--- src/rtl/timer_bank_if.sv ---
// timer_bank_if: control/status bundle between the register file and the timer bank.
interface timer_bank_if #(
    parameter int CHANNELS = 4,
    parameter int WIDTH    = 32,
    parameter int PRESC_W  = 8
);
    logic [PRESC_W-1:0]        prescale;
    logic [CHANNELS-1:0]       enable;
    logic [2*CHANNELS-1:0]     mode;
    logic [CHANNELS-1:0]       load;
    logic [CHANNELS*WIDTH-1:0] reload_value;
    logic [CHANNELS*WIDTH-1:0] counter;
    logic [CHANNELS-1:0]       delay_pending;
    logic [CHANNELS-1:0]       expired;
    modport master (
        output prescale, enable, mode, load, reload_value,
        input  counter, delay_pending, expired
    );
    modport slave (
        input  prescale, enable, mode, load, reload_value,
        output counter, delay_pending, expired
    );
endinterface

--- src/rtl/timer_bank.sv ---
// timer_bank: CHANNELS up/down timers sharing one free-running prescaler.
module timer_bank #(
    parameter int CHANNELS = 4,
    parameter int WIDTH    = 32,
    parameter int PRESC_W  = 8
) (
    input  logic       clk,
    input  logic       rst,
    timer_bank_if.slave bus
);
    logic [PRESC_W-1:0] p_q, p_d;
    logic               tick;
    // Compare with >= so lowering prescale below the running count ticks at once
    assign tick = p_q >= bus.prescale;
    assign p_d  = tick ? '0 : p_q + 1'b1;
    always_ff @(posedge clk) begin
        if (rst) p_q <= '0;
        else     p_q <= p_d;
    end
    for (genvar n = 0; n < CHANNELS; n++) begin : g_ch
        logic [WIDTH-1:0] cnt_q, cnt_d, rv;
        logic [1:0]       m;
        logic             adv, done_q, done_d, seen_q, exp_q, exp_d;
        assign rv     = bus.reload_value[WIDTH*n +: WIDTH];
        assign m      = bus.mode[2*n +: 2];
        assign adv    = tick & bus.enable[n] & ~done_q;
        // Up-once freezes on the first disabled cycle after any enabled one
        assign done_d = done_q | ((m == 2'b01) & seen_q & ~bus.enable[n]);
        always_comb begin
            cnt_d = cnt_q;
            exp_d = 1'b0;
            if (adv && !m[1]) begin
                cnt_d = cnt_q + 1'b1;
                exp_d = &cnt_q;
            end else if (adv && cnt_q != '0) begin
                cnt_d = (m[0] && cnt_q == WIDTH'(1)) ? rv : cnt_q - 1'b1;
                exp_d = cnt_q == WIDTH'(1);
            end
        end
        always_ff @(posedge clk) begin
            if (rst || bus.load[n]) begin
                cnt_q  <= m[1] ? rv : '0;
                done_q <= 1'b0;
                seen_q <= 1'b0;
                exp_q  <= 1'b0;
            end else begin
                cnt_q  <= cnt_d;
                done_q <= done_d;
                seen_q <= seen_q | bus.enable[n];
                exp_q  <= exp_d;
            end
        end
        assign bus.counter[WIDTH*n +: WIDTH] = cnt_q;
        assign bus.expired[n]                = exp_q;
        assign bus.delay_pending[n]          = m[1] & (cnt_q != '0);
    end
endmodule

--- src/flat_wrapper.sv ---
// flat-port wrapper written by rule: the top's interface ports become plain ports
module timer_bank_flat 
#(
    parameter int CHANNELS = 4,
    parameter int WIDTH    = 32,
    parameter int PRESC_W  = 8
)
  (clk, rst, bus_prescale, bus_enable, bus_mode, bus_load, bus_reload_value, bus_counter, bus_delay_pending, bus_expired);
  timer_bank_if #(.CHANNELS(CHANNELS), .WIDTH(WIDTH), .PRESC_W(PRESC_W)) bus_i ();
  input  logic clk;
  input  logic rst;
  input wire logic [$bits(bus_i.prescale)-1:0] bus_prescale;
  input wire logic [$bits(bus_i.enable)-1:0] bus_enable;
  input wire logic [$bits(bus_i.mode)-1:0] bus_mode;
  input wire logic [$bits(bus_i.load)-1:0] bus_load;
  input wire logic [$bits(bus_i.reload_value)-1:0] bus_reload_value;
  output wire logic [$bits(bus_i.counter)-1:0] bus_counter;
  output wire logic [$bits(bus_i.delay_pending)-1:0] bus_delay_pending;
  output wire logic [$bits(bus_i.expired)-1:0] bus_expired;
  assign bus_i.prescale = bus_prescale;
  assign bus_i.enable = bus_enable;
  assign bus_i.mode = bus_mode;
  assign bus_i.load = bus_load;
  assign bus_i.reload_value = bus_reload_value;
  assign bus_counter = bus_i.counter;
  assign bus_delay_pending = bus_i.delay_pending;
  assign bus_expired = bus_i.expired;
  timer_bank #(.CHANNELS(CHANNELS), .WIDTH(WIDTH), .PRESC_W(PRESC_W)) u_core (.clk(clk), .rst(rst), .bus(bus_i));
endmodule
--- config.mk ---
export PLATFORM = sky130hd
export DESIGN_NAME = timer_bank_flat
export DESIGN_NICKNAME = d
export VERILOG_FILES = /design/src/rtl/timer_bank_if.sv /design/src/rtl/timer_bank.sv /design/src/flat_wrapper.sv
export SDC_FILE = /design/constraint.sdc
export NUM_CORES = 1
export LEC_CHECK = 0
export ABC_AREA = 1
export BUFFER_PORTS_ARGS = -buffer_cell sky130_fd_sc_hd__buf_4
export CORE_MARGIN = 2
export CORE_UTILIZATION = 52
export DETAILED_ROUTE_END_ITERATION = 16
export GPL_TIMING_DRIVEN = 0
export HOLD_SLACK_MARGIN = 0.02
export PLACE_DENSITY = 0.79
export REMOVE_ABC_BUFFERS = 1
export SYNTH_ARGS = -nofsm -noshare
export SYNTH_HDL_FRONTEND = slang
export SYNTH_SLANG_ARGS = --single-unit
--- constraint.sdc ---
create_clock -name clk -period 6.2 [get_ports clk]
set_input_delay 1.24 -clock clk [delete_from_list [all_inputs] [get_ports clk]]
set_output_delay 1.24 -clock clk [all_outputs]
set_load 0.005 [all_outputs]
==> summary.txt <==
Setup path
  – Worst path required time: 6350 ps
  – CP dominant cell by count: nand2_1
  – Critical Path AT: approximately 4800 ps
  – Setup Crit Path Kind: in -> reg
  – Crit Path Max Fanout: 54
  – Sequence of cells on the critical path: buf_4 -> inv_1 -> ha_1 -> nand2_1 -> inv_1 -> nand2_1 -> nand2_1 -> nand2_1 -> nand2_1 -> nand3_2 -> o211ai_1 -> buf_6 -> buf_4
  – CP Launch Type: primary input
  – Slowest stage cell, crit path: nand3_2
  – Setup crit end kind: flop
  – Crit-path max cell delay: about 1000 ps

Clock tree
  – Resize count post-CTS: 0
  – Clock tree buffer depth: 2
  – Post-CTS Setup Inserts: 0
  – Root buf cell: clkbuf_16
  – Clock transition at the registers of the reported paths: ~70 ps
  – CTS tree: done
  – Num CTS Buffers: 17
  – # clock sinks: between 100 and 150
  – # H-tree levels: 4
  – Clk Latency, worst-skew pair: about 450 ps
  – # hold bufs at CTS: 0

Place
  – Routability Congestion: ~0.95
  – Placed Instances: about 3,400
  – IO Port Bufs: 289
  – Post-DP HPWL: roughly 46,000 microns

Detailed routing
  – DRC: 0
  – Vias per cell: 5.53
  – Antenna Nets Post-Route: 0
  – Post-Route WL: 59,200 microns
  – TritonRoute pass-1 iters: 6
  – Via count: approximately 19,000
  – WL/cell: 17.1 microns
  – 1st-iter DRT viols: roughly 1,700

Timing
  – Measured slew at the worst slew-check pin: roughly 1200 ps
  – Fmax: about 0.22 GHz
  – Final worst path period share: between 70% and 80%
  – Min Tclk post-route: approximately 4600 ps
  – Total negative slack: 0 ps
  – Max transition margin: between 20 and 25%
  – RSZ-0062 raised after global routing: false
  – Hold slack: ~450 ps
  – Max-slew violations: 0
  – Final hold violation count: 0
  – Setup Skew: around 12 ps
  – Final Setup Violations: 0

Run status
  – Status: finished clean

Global routing
  – Gr ovfl total: 0
  – Initial antenna violation count: 4
  – First-pass GRT wire length: ~94,000 microns
  – Largest net degree at the start of global routing: 55
  – Gr usage total: a little over a third
  – Vias in the first global route: roughly 18,000

Hold path
  – Hold WC Path Type: reg -> reg

Logic synthesis
  – Register area share after synthesis: about 26%
  – Yosys cell types: 40
  – Avg Cell Area, Syn: around 5.8 sq um
  – Yosys reg bits: approximately 150
  – YS warnings: 0
  – Synth Instances: about 2,800
  – Synthesized area: roughly 0.016 sq mm

Final layout
  – Layout overhead on the synthesized area: 18.0%
  – Commonest non-fill, non-tap cell in the layout: nand2_1
  – Most frequent cells in the layout: nand2_1, nor2_1, nand3_1
  – Filler cells: between 3,000 and 4,000
  – Share of layout cells above drive strength 1: between 10% and 20%
  – Fin cells: roughly 3,500
  – Core Util, Final: 61.9%
  – Fin nets: between 3,000 and 4,000

Power and ir drop
  – PD cells: 183 mW/mm^2
  – Leakage: approximately 9.2 nW
  – Total Power: 0.00356 W
  – Max VDD drop: between 150 and 200 uV

Floorplan
  – Core area: ~0.031 sq mm
  – # IOs: 290
  – Starting Density: 52.5%
  – Num rows: 65
  – Chip Width: 182 microns
  – Die Area: 0.0331 sq mm
  – Die height: about 180 microns

Flow run
  – MaxCap Viol Count: 0
-- logic make-up after synthesis --
| family | synth area share (%) |
|---|---|
| AND/OR/NAND/NOR | 52.2 |
| AO/OA/AOI/OAI | 3.69 |
| flip-flops | 25.8 |
| adder cells (fa/ha/maj) | 1.59 |
| XOR/XNOR | 7.60 |
| buffers and inverters | 9.20 |
-- cell usage after synthesis, drive strengths merged --
master  instances  area share, %
nor3b           2          0.091
inv           241            5.5
and3            3           0.11
nand3         305            9.4
nor4            2          0.076
xnor2           8           0.43
edfxtp        128             23
buf            69            2.9
nor2          489             12
o211ai         28            1.3
nand4          38            1.4
ha             21            1.6
nand2        1143             26
nand3b          9           0.41
dfxtp          20            2.4
or2             3           0.11
o21ai          63            1.9
and2            2          0.084
clkbuf         31           0.73
a21oi          15           0.46
xor2          135            7.2
clkinv          4           0.11
nor3           68            2.1
o21a            1          0.046
-- flip-flops by register name (all words and copies together) (netlist names) --
| name | flops |
|---|---|
| u_core.g_ch.cnt_q | 128 |
| u_core.g_ch.done_q | 4 |
| u_core.g_ch.exp_q | 4 |
| u_core.g_ch.seen_q | 4 |
| u_core.p_q | 8 |
-- stage by stage --
step           worst slack, ps  area [sq um]
2_1_floorplan             1590         15900
3_3_place_gp              40.2         18600
3_5_place_dp              1160         18800
4_1_cts                   1620         19400
5_1_grt                   1210         19400
6_report                  1560         19400
-- power by group --
group | total, W | internal [W] | leakage (nW) | switching [W]
sequential | 0.00142 | 0.00120 | 1.55 | 0.000221
clock | 0.00110 | 0.000574 | 0.294 | 0.000525
combinational | 0.00104 | 0.000439 | 7.33 | 0.000599
total | 0.00356 | 0.00222 | 9.17 | 0.00135
-- final timing paths --
path	from	to	slack [ps]	cells after the start
worst max-delay path	bus_prescale[3]	u_core.g_ch[3].cnt_q[17]$_DFFE_PP_	1560	13
worst min-delay path	u_core.g_ch[1].done_q$_SDFF_PN0_	u_core.g_ch[1].done_q$_SDFF_PN0_	450	2
worst max register to register	u_core.p_q[0]$_SDFF_PP0_	u_core.g_ch[3].cnt_q[17]$_DFFE_PP_	2050	12
worst min register to register	u_core.g_ch[1].done_q$_SDFF_PN0_	u_core.g_ch[1].done_q$_SDFF_PN0_	450	2
-- layer usage --
metal | vias up | GRT usage [%] | share of wire (%)
met2 | 879 | 58.6 | 46
met4 | 2 | 14.8 | 3.6
met3 | 140 | 6.30 | 8.8
li1 | 9436 | - | -
met5 | - | 0 | 0.024
met1 | 8721 | 46.2 | 42
-- worst max-delay path: cells and delay by family --
kind	cells	cell delay, ps
buf+inv	5	640
simple gates	6	1680
fa+ha+maj	1	280
compound gates	1	910
-- layout make-up --
| cell class | instances | area (sq um) | share of cell area (%) |
|---|---|---|---|
| multi-input cells | 2335 | 10800 | 55.3 |
| clock inverters | 13 | 110 | 0.566 |
| diodes | 4 | 10.0 | 0.0515 |
| flip-flops and latches | 148 | 4240 | 21.8 |
| repair buffers | 302 | 2420 | 12.4 |
| clock buffers | 19 | 475 | 2.44 |
| well taps | 402 | 503 | 2.59 |
| inverters | 245 | 922 | 4.74 |
Note: power is estimated with default switching activity, not from simulation.
